**src/rtl/karate_anim_sequencer_if.sv**
```systemverilog
// Control bundle between the karate game sequencer and its neighbours.
// master: the sequencer; slave: keyboard/beat logic plus the colour mapper.
interface karate_anim_sequencer_if;
    logic        frame_tick;
    logic        game_go;
    logic        song_done;
    logic        move_valid;
    logic [1:0]  move_type;
    logic        move_ready;
    logic        hit_valid;
    logic [7:0]  hit_pts;
    logic [1:0]  start;
    logic [3:0]  enable;
    logic        activate;
    logic        end_screen;
    logic [15:0] score;

    modport master (
        input  frame_tick, game_go, song_done, move_valid, move_type, hit_valid, hit_pts,
        output move_ready, start, enable, activate, end_screen, score
    );

    modport slave (
        output frame_tick, game_go, song_done, move_valid, move_type, hit_valid, hit_pts,
        input  move_ready, start, enable, activate, end_screen, score
    );
endinterface

```
**src/rtl/karate_anim_sequencer.sv**
```systemverilog
// Game-phase and animation-frame sequencer feeding the colour mapper.
// Define KARATE_MOVE_QUEUE_EN to add a one-entry move buffer that chains moves back to back.
//
// state   | meaning
// TITLE   | title screen, start blinks 01/10
// READY   | ready screen (start=11) for READY_FRAMES frames
// PLAY    | gameplay, animation engine and scoring active
// END     | results screen until a fresh game_go press
module karate_anim_sequencer #(
    parameter int FRAMES_PER_STEP = 4,
    parameter int BLINK_FRAMES    = 30,
    parameter int READY_FRAMES    = 60
) (
    input  logic Clk,
    input  logic Reset,
    karate_anim_sequencer_if.master bus
);

    typedef enum logic [1:0] {S_TITLE, S_READY, S_PLAY, S_END} state_t;

    localparam logic [7:0] STEP_TC  = 8'(FRAMES_PER_STEP - 1);
    localparam logic [7:0] BLINK_TC = 8'(BLINK_FRAMES - 1);
    localparam logic [7:0] READY_TC = 8'(READY_FRAMES - 1);

    function automatic logic [3:0] first_code(input logic [1:0] t);
        case (t)
            2'd0:    first_code = 4'b0001;
            2'd1:    first_code = 4'b0100;
            2'd2:    first_code = 4'b1000;
            default: first_code = 4'b1110;
        endcase
    endfunction

    // Codes are contiguous within a move, so only the last code of each needs naming.
    function automatic logic is_last(input logic [3:0] c);
        is_last = (c == 4'b0011) || (c == 4'b0111) || (c == 4'b1101) || (c == 4'b1111);
    endfunction

    function automatic logic is_strike(input logic [3:0] c);
        is_strike = (c == 4'b0010) || (c == 4'b0110) || (c == 4'b1011) || (c == 4'b1111);
    endfunction

    state_t      state_q, state_d;
    logic [1:0]  start_q, start_d;
    logic [3:0]  enable_q, enable_d;
    logic        activate_q, activate_d;
    logic        end_screen_q, end_screen_d;
    logic [15:0] score_q, score_d;
    logic [7:0]  phase_q, phase_d;
    logic [7:0]  step_q, step_d;
    logic        go_q;
    logic        go_rise;
    logic        move_ready;
    logic        accept;
    logic [16:0] score_sum;
`ifdef KARATE_MOVE_QUEUE_EN
    logic        buf_v_q, buf_v_d;
    logic [1:0]  buf_t_q, buf_t_d;
    logic        direct_load;
`endif

    assign go_rise   = bus.game_go & ~go_q;
    assign score_sum = {1'b0, score_q} + {9'd0, bus.hit_pts};
`ifdef KARATE_MOVE_QUEUE_EN
    assign move_ready = (state_q == S_PLAY) && !buf_v_q && !bus.song_done;
`else
    assign move_ready = (state_q == S_PLAY) && (enable_q == 4'd0) && !bus.song_done;
`endif
    assign accept = bus.move_valid && move_ready;

    always_ff @(posedge Clk) begin
        if (Reset) begin
            state_q      <= S_TITLE;
            start_q      <= 2'b01;
            enable_q     <= 4'd0;
            activate_q   <= 1'b0;
            end_screen_q <= 1'b0;
            score_q      <= 16'd0;
            phase_q      <= 8'd0;
            step_q       <= 8'd0;
            go_q         <= 1'b0;
`ifdef KARATE_MOVE_QUEUE_EN
            buf_v_q      <= 1'b0;
            buf_t_q      <= 2'd0;
`endif
        end else begin
            state_q      <= state_d;
            start_q      <= start_d;
            enable_q     <= enable_d;
            activate_q   <= activate_d;
            end_screen_q <= end_screen_d;
            score_q      <= score_d;
            phase_q      <= phase_d;
            step_q       <= step_d;
            go_q         <= bus.game_go;
`ifdef KARATE_MOVE_QUEUE_EN
            buf_v_q      <= buf_v_d;
            buf_t_q      <= buf_t_d;
`endif
        end
    end

    always_comb begin
        state_d = state_q;
        case (state_q)
            S_TITLE: if (bus.game_go) state_d = S_READY;
            S_READY: if (bus.frame_tick && phase_q == READY_TC) state_d = S_PLAY;
            S_PLAY:  if (bus.song_done) state_d = S_END;
            S_END:   if (go_rise) state_d = S_TITLE;
            default: state_d = S_TITLE;
        endcase
    end

    always_comb begin
        start_d      = start_q;
        enable_d     = enable_q;
        end_screen_d = end_screen_q;
        score_d      = score_q;
        phase_d      = phase_q;
        step_d       = step_q;
`ifdef KARATE_MOVE_QUEUE_EN
        buf_v_d      = buf_v_q;
        buf_t_d      = buf_t_q;
        direct_load  = 1'b0;
`endif
        case (state_q)
            S_TITLE: begin
                if (bus.game_go) begin
                    start_d = 2'b11;
                    score_d = 16'd0;
                    phase_d = 8'd0;
                end else if (bus.frame_tick) begin
                    if (phase_q == BLINK_TC) begin
                        phase_d = 8'd0;
                        start_d = (start_q == 2'b01) ? 2'b10 : 2'b01;
                    end else begin
                        phase_d = phase_q + 8'd1;
                    end
                end
            end
            S_READY: begin
                if (bus.frame_tick) begin
                    if (phase_q == READY_TC) begin
                        phase_d = 8'd0;
                        start_d = 2'b00;
                    end else begin
                        phase_d = phase_q + 8'd1;
                    end
                end
            end
            S_PLAY: begin
                if (bus.hit_valid)
                    score_d = score_sum[16] ? 16'hFFFF : score_sum[15:0];
                if (bus.song_done) begin
                    enable_d     = 4'd0;
                    step_d       = 8'd0;
                    end_screen_d = 1'b1;
`ifdef KARATE_MOVE_QUEUE_EN
                    buf_v_d      = 1'b0;
`endif
                end else begin
                    if (enable_q == 4'd0) begin
                        if (accept) begin
                            enable_d = first_code(bus.move_type);
                            step_d   = 8'd0;
                        end
                    end else if (bus.frame_tick) begin
                        if (step_q == STEP_TC) begin
                            step_d = 8'd0;
                            if (is_last(enable_q)) begin
`ifdef KARATE_MOVE_QUEUE_EN
                                // Chain straight into the next move so no idle frame is shown.
                                if (buf_v_q) begin
                                    enable_d = first_code(buf_t_q);
                                    buf_v_d  = 1'b0;
                                end else if (accept) begin
                                    enable_d    = first_code(bus.move_type);
                                    direct_load = 1'b1;
                                end else begin
                                    enable_d = 4'd0;
                                end
`else
                                enable_d = 4'd0;
`endif
                            end else begin
                                enable_d = enable_q + 4'd1;
                            end
                        end else begin
                            step_d = step_q + 8'd1;
                        end
                    end
`ifdef KARATE_MOVE_QUEUE_EN
                    if (accept && enable_q != 4'd0 && !direct_load) begin
                        buf_v_d = 1'b1;
                        buf_t_d = bus.move_type;
                    end
`endif
                end
            end
            S_END: begin
                if (go_rise) begin
                    start_d      = 2'b01;
                    end_screen_d = 1'b0;
                    phase_d      = 8'd0;
                end
            end
            default: ;
        endcase
    end

    always_comb begin
        activate_d = is_strike(enable_d);
    end

    assign bus.move_ready = move_ready;
    assign bus.start      = start_q;
    assign bus.enable     = enable_q;
    assign bus.activate   = activate_q;
    assign bus.end_screen = end_screen_q;
    assign bus.score      = score_q;

endmodule

```
**src/flat_wrapper.sv**
```systemverilog
// flat-port wrapper written by rule: the top's interface ports become plain ports
module karate_anim_sequencer_flat 
#(
    parameter int FRAMES_PER_STEP = 4,
    parameter int BLINK_FRAMES    = 30,
    parameter int READY_FRAMES    = 60
)
  (Clk, Reset, bus_frame_tick, bus_game_go, bus_song_done, bus_move_valid, bus_move_type, bus_hit_valid, bus_hit_pts, bus_move_ready, bus_start, bus_enable, bus_activate, bus_end_screen, bus_score);
  karate_anim_sequencer_if bus_i ();
  input  logic Clk;
  input  logic Reset;
  input wire logic [$bits(bus_i.frame_tick)-1:0] bus_frame_tick;
  input wire logic [$bits(bus_i.game_go)-1:0] bus_game_go;
  input wire logic [$bits(bus_i.song_done)-1:0] bus_song_done;
  input wire logic [$bits(bus_i.move_valid)-1:0] bus_move_valid;
  input wire logic [$bits(bus_i.move_type)-1:0] bus_move_type;
  input wire logic [$bits(bus_i.hit_valid)-1:0] bus_hit_valid;
  input wire logic [$bits(bus_i.hit_pts)-1:0] bus_hit_pts;
  output wire logic [$bits(bus_i.move_ready)-1:0] bus_move_ready;
  output wire logic [$bits(bus_i.start)-1:0] bus_start;
  output wire logic [$bits(bus_i.enable)-1:0] bus_enable;
  output wire logic [$bits(bus_i.activate)-1:0] bus_activate;
  output wire logic [$bits(bus_i.end_screen)-1:0] bus_end_screen;
  output wire logic [$bits(bus_i.score)-1:0] bus_score;
  assign bus_i.frame_tick = bus_frame_tick;
  assign bus_i.game_go = bus_game_go;
  assign bus_i.song_done = bus_song_done;
  assign bus_i.move_valid = bus_move_valid;
  assign bus_i.move_type = bus_move_type;
  assign bus_i.hit_valid = bus_hit_valid;
  assign bus_i.hit_pts = bus_hit_pts;
  assign bus_move_ready = bus_i.move_ready;
  assign bus_start = bus_i.start;
  assign bus_enable = bus_i.enable;
  assign bus_activate = bus_i.activate;
  assign bus_end_screen = bus_i.end_screen;
  assign bus_score = bus_i.score;
  karate_anim_sequencer #(.FRAMES_PER_STEP(FRAMES_PER_STEP), .BLINK_FRAMES(BLINK_FRAMES), .READY_FRAMES(READY_FRAMES)) u_core (.Clk(Clk), .Reset(Reset), .bus(bus_i));
endmodule
```
**config.mk**
```make
export PLATFORM = sky130hd
export DESIGN_NAME = karate_anim_sequencer_flat
export DESIGN_NICKNAME = d
export VERILOG_FILES = /design/src/rtl/karate_anim_sequencer_if.sv /design/src/rtl/karate_anim_sequencer.sv /design/src/flat_wrapper.sv
export SDC_FILE = /design/constraint.sdc
export NUM_CORES = 1
export LEC_CHECK = 0
export ABC_CLOCK_PERIOD_IN_PS = 3200
export BUFFER_PORTS_ARGS = -buffer_cell sky130_fd_sc_hd__buf_2
export CAP_MARGIN = 10
export CORE_MARGIN = 2
export CORE_UTILIZATION = 45
export DETAILED_ROUTE_END_ITERATION = 6
export PLACE_DENSITY = 0.72
export SLEW_MARGIN = 15
export SYNTH_ARGS = -nofsm -noshare
export SYNTH_HDL_FRONTEND = slang
export SYNTH_SLANG_ARGS = --single-unit
export TNS_END_PERCENT = 10
```
**constraint.sdc**
```tcl
create_clock -name Clk -period 3.2 [get_ports Clk]
set_input_delay 0.8 -clock Clk [delete_from_list [all_inputs] [get_ports Clk]]
set_output_delay 0.8 -clock Clk [all_outputs]
set_load 0.005 [all_outputs]
```
==> qor.txt <==
Status: complete, no violations
CP max stage cell: or4_1
Die X: 80.8 um
Total power: 1.72 mW
H-tree levels: 2
Die Ht: 80.8 um
Syn_nets: 363
Share of layout cells above drive strength 1: 16.4%
Synth top area share: 32.5%
DP HPWL: 4400 um
Netlist Area Pre-Place: 2650 um^2
Synth Register Bits: 43
Drt wl/cell: 13.5 um
I/O pin count: 42
Hold Path Stages: 2
Clock sink count: 43
Leakage power: 1.33 nW
DIE AREA: 6520 um^2
Sequential fraction of the synthesis area: 32.5%
Vias: 2499
Hold Violations, Final: 0
CP arrival: 2.99 ns
WP buf/inv: 2
DRT Wirelength: 6000 um
Count of final setup violators: 0
Starting density of the core: 47.3%
Startpoint Class: input pin
ANT cells: 0
Drt pass-1 iters: 4
Post-Place Worst Slack: 0.154 ns
Total global-route track usage: 19.3%
Pin count of the biggest net entering global routing: 28
Final setup TNS: 0 ns
Most instantiated cells after synthesis: dfxtp_1, nand2_1, nor2_1
Fmax: 362 MHz
Most common cell in the netlist: dfxtp_1
Post-CTS sizing: 0
Slew @ Worst Pin: 0.698 ns
Total CTS buffers: 5
Warnings, synthesis: 0
Util after Layout: 55.0%
Hold path start: u_core.bus.score[0]$_SDFFE_PP0P_
CTS tree: built
PortBufs: 41
Crit path max-delay family: simple AND/OR/NAND/NOR gates
CP peak stage delay: 0.48 ns
Critical path capture point type: flop
Crit Path Max Fanout: 7
FP Rows: 27
Dpl cell area: 2950 um^2
Setup Buffers After CTS: 0
Power Dens Cells: 557 nW/um^2
Unrepaired setup endpoints after global routing: no
Fin. max-slew vios: 0
Worst Clk Skew: 0.00959 ns
Final Wtd Congestion: 0.842
Worst Hold Path EP: u_core.bus.score[0]$_SDFFE_PP0P_
DRT iter0 DRCs: 154
Vias per cell: 5.63
CTS root buffer: clkbuf_8
Worst Path Required: 3.43 ns
Finished Cell Area: 3090 um^2
Top FF cell, synth: dfxtp_1
Number of synthesized flops with an enable pin: 0
Worst r2r dst: u_core.bus.score[12]$_SDFFE_PP0P_
Cell Chain, Critical Path: buf_2, ha_1, inv_1, fa_1, nor2b_1, o21bai_1, a21boi_1, o211ai_1, and2_4, or4_1, a31oi_1
Core area: 5610 um^2
Cell type with the largest total area after synthesis: dfxtp_1
Max cap viols: 0
Largest cells by area after synthesis: dfxtp_1, ha_1, nand2_1, nor2_1, a21oi_1
WS Path Type: in2reg
Tcrit/Tclk final: 86.3%
Hold slack: 0.455 ns
Mapped Cells: 325
Hold crit path type: reg2reg
Asr flop ratio synth: 0%
CTS Buffer Depth: 2
Peak supply drop: 0.383 mV
Area Overhead vs Synth: 16.4%
Nets: 409
Worst-Skew Late Latency: 0.30 ns
Final WS setup: 0.438 ns
Final Critical Period: 2.76 ns
First-pass GRT wire length: 10100 um
Post-Syn Area per Cell: 8.16 um^2
RR Startpoint: u_core.bus.score[0]$_SDFFE_PP0P_
Hold buffer count at cts: 0
Non-Filler Instances: 444
Placed cell count: 436
Reg clk slew, reported paths: 0.09 ns
Yosys cell types: 56
Flop-to-flop setup slack: 0.64 ns
Reg2Reg Depth: 10
# DRC: 0
GR Overflow Total: 0
Antenna viol nets, final: 0
Vias in the first global route: 2237
Initial antenna violation count: 0
Slew headroom: 53.3%
[metal layers]
| metal | routed length [um] | track usage [%] |
|---|---|---|
| met5 | 0 | 0 |
| met4 | 72 | 7.12 |
| met3 | 346 | 3.67 |
| met2 | 2780 | 31.7 |
| met1 | 2800 | 25.4 |
[report_power, final]
part	switching [mW]	internal [mW]
registers	0.0504	0.586
clock network	0.201	0.311
logic	0.344	0.226
total	0.596	1.12
[worst max-delay path by stage]
stage,startpoint,to,slack [ns],cells after the start
3_5_place_dp,bus_hit_pts[0],u_core.bus.score[12]$_SDFFE_PP0P_,0.15,11
3_3_place_gp,bus_hit_pts[0],u_core.bus.score[12]$_SDFFE_PP0P_,0.25,11
5_1_grt,bus_hit_pts[0],u_core.bus.score[12]$_SDFFE_PP0P_,0.35,11
2_1_floorplan,bus_hit_pts[0],u_core.bus.score[12]$_SDFFE_PP0P_,0.43,10
4_1_cts,bus_hit_pts[0],u_core.bus.score[12]$_SDFFE_PP0P_,0.45,11
6_report,bus_hit_pts[0],u_core.bus.score[12]$_SDFFE_PP0P_,0.44,11
[cell usage in the layout, fill, tap and decap left out, types with 10 or more instances in the layout]
cell | synthesis | routed
xor2_1 | 11 | 11
ha_1 | 20 | 20
o21ai_0 | 13 | 13
nand2_1 | 39 | 39
buf_2 | 0 | 41
inv_1 | 19 | 19
nand3_1 | 13 | 13
dfxtp_1 | 43 | 43
nor2_1 | 31 | 31
nand4_1 | 10 | 10
a21oi_1 | 20 | 20
[cell families after synthesis]
kind of cell | synth area share [%]
flops | 32.5
mux | 0.755
fa+ha+maj | 10.2
compound gates | 19.7
buf+inv | 3.82
xor+xnor | 6.28
simple gates | 26.8
[worst min-delay path: stages (launching register included)]
cell and delay (ns):
dfxtp_1 0.33, nand2_1 0.05, nand2_1 0.04
[state kept, by name, summed over array words and instances (netlist names)]
register and flops:
u_core.bus.score 16, u_core.phase_q 8, u_core.step_q 8, u_core.bus.enable 4, u_core.bus.start 2, u_core.state_q 2
u_core.bus.activate 1, u_core.bus.end_screen 1, u_core.go_q 1
[layout make-up]
| cell class | instances | area (um^2) |
|---|---|---|
| clock buffer | 5 | 68.8 |
| clock inverter | 3 | 67.6 |
| fill | 557 | 2520 |
| inverter | 20 | 75.1 |
| multi-input combinational | 256 | 1690 |
| sequential | 43 | 861 |
| tap | 72 | 90.1 |
| timing repair buffer | 45 | 235 |
Power figures use the tool's default switching activity.
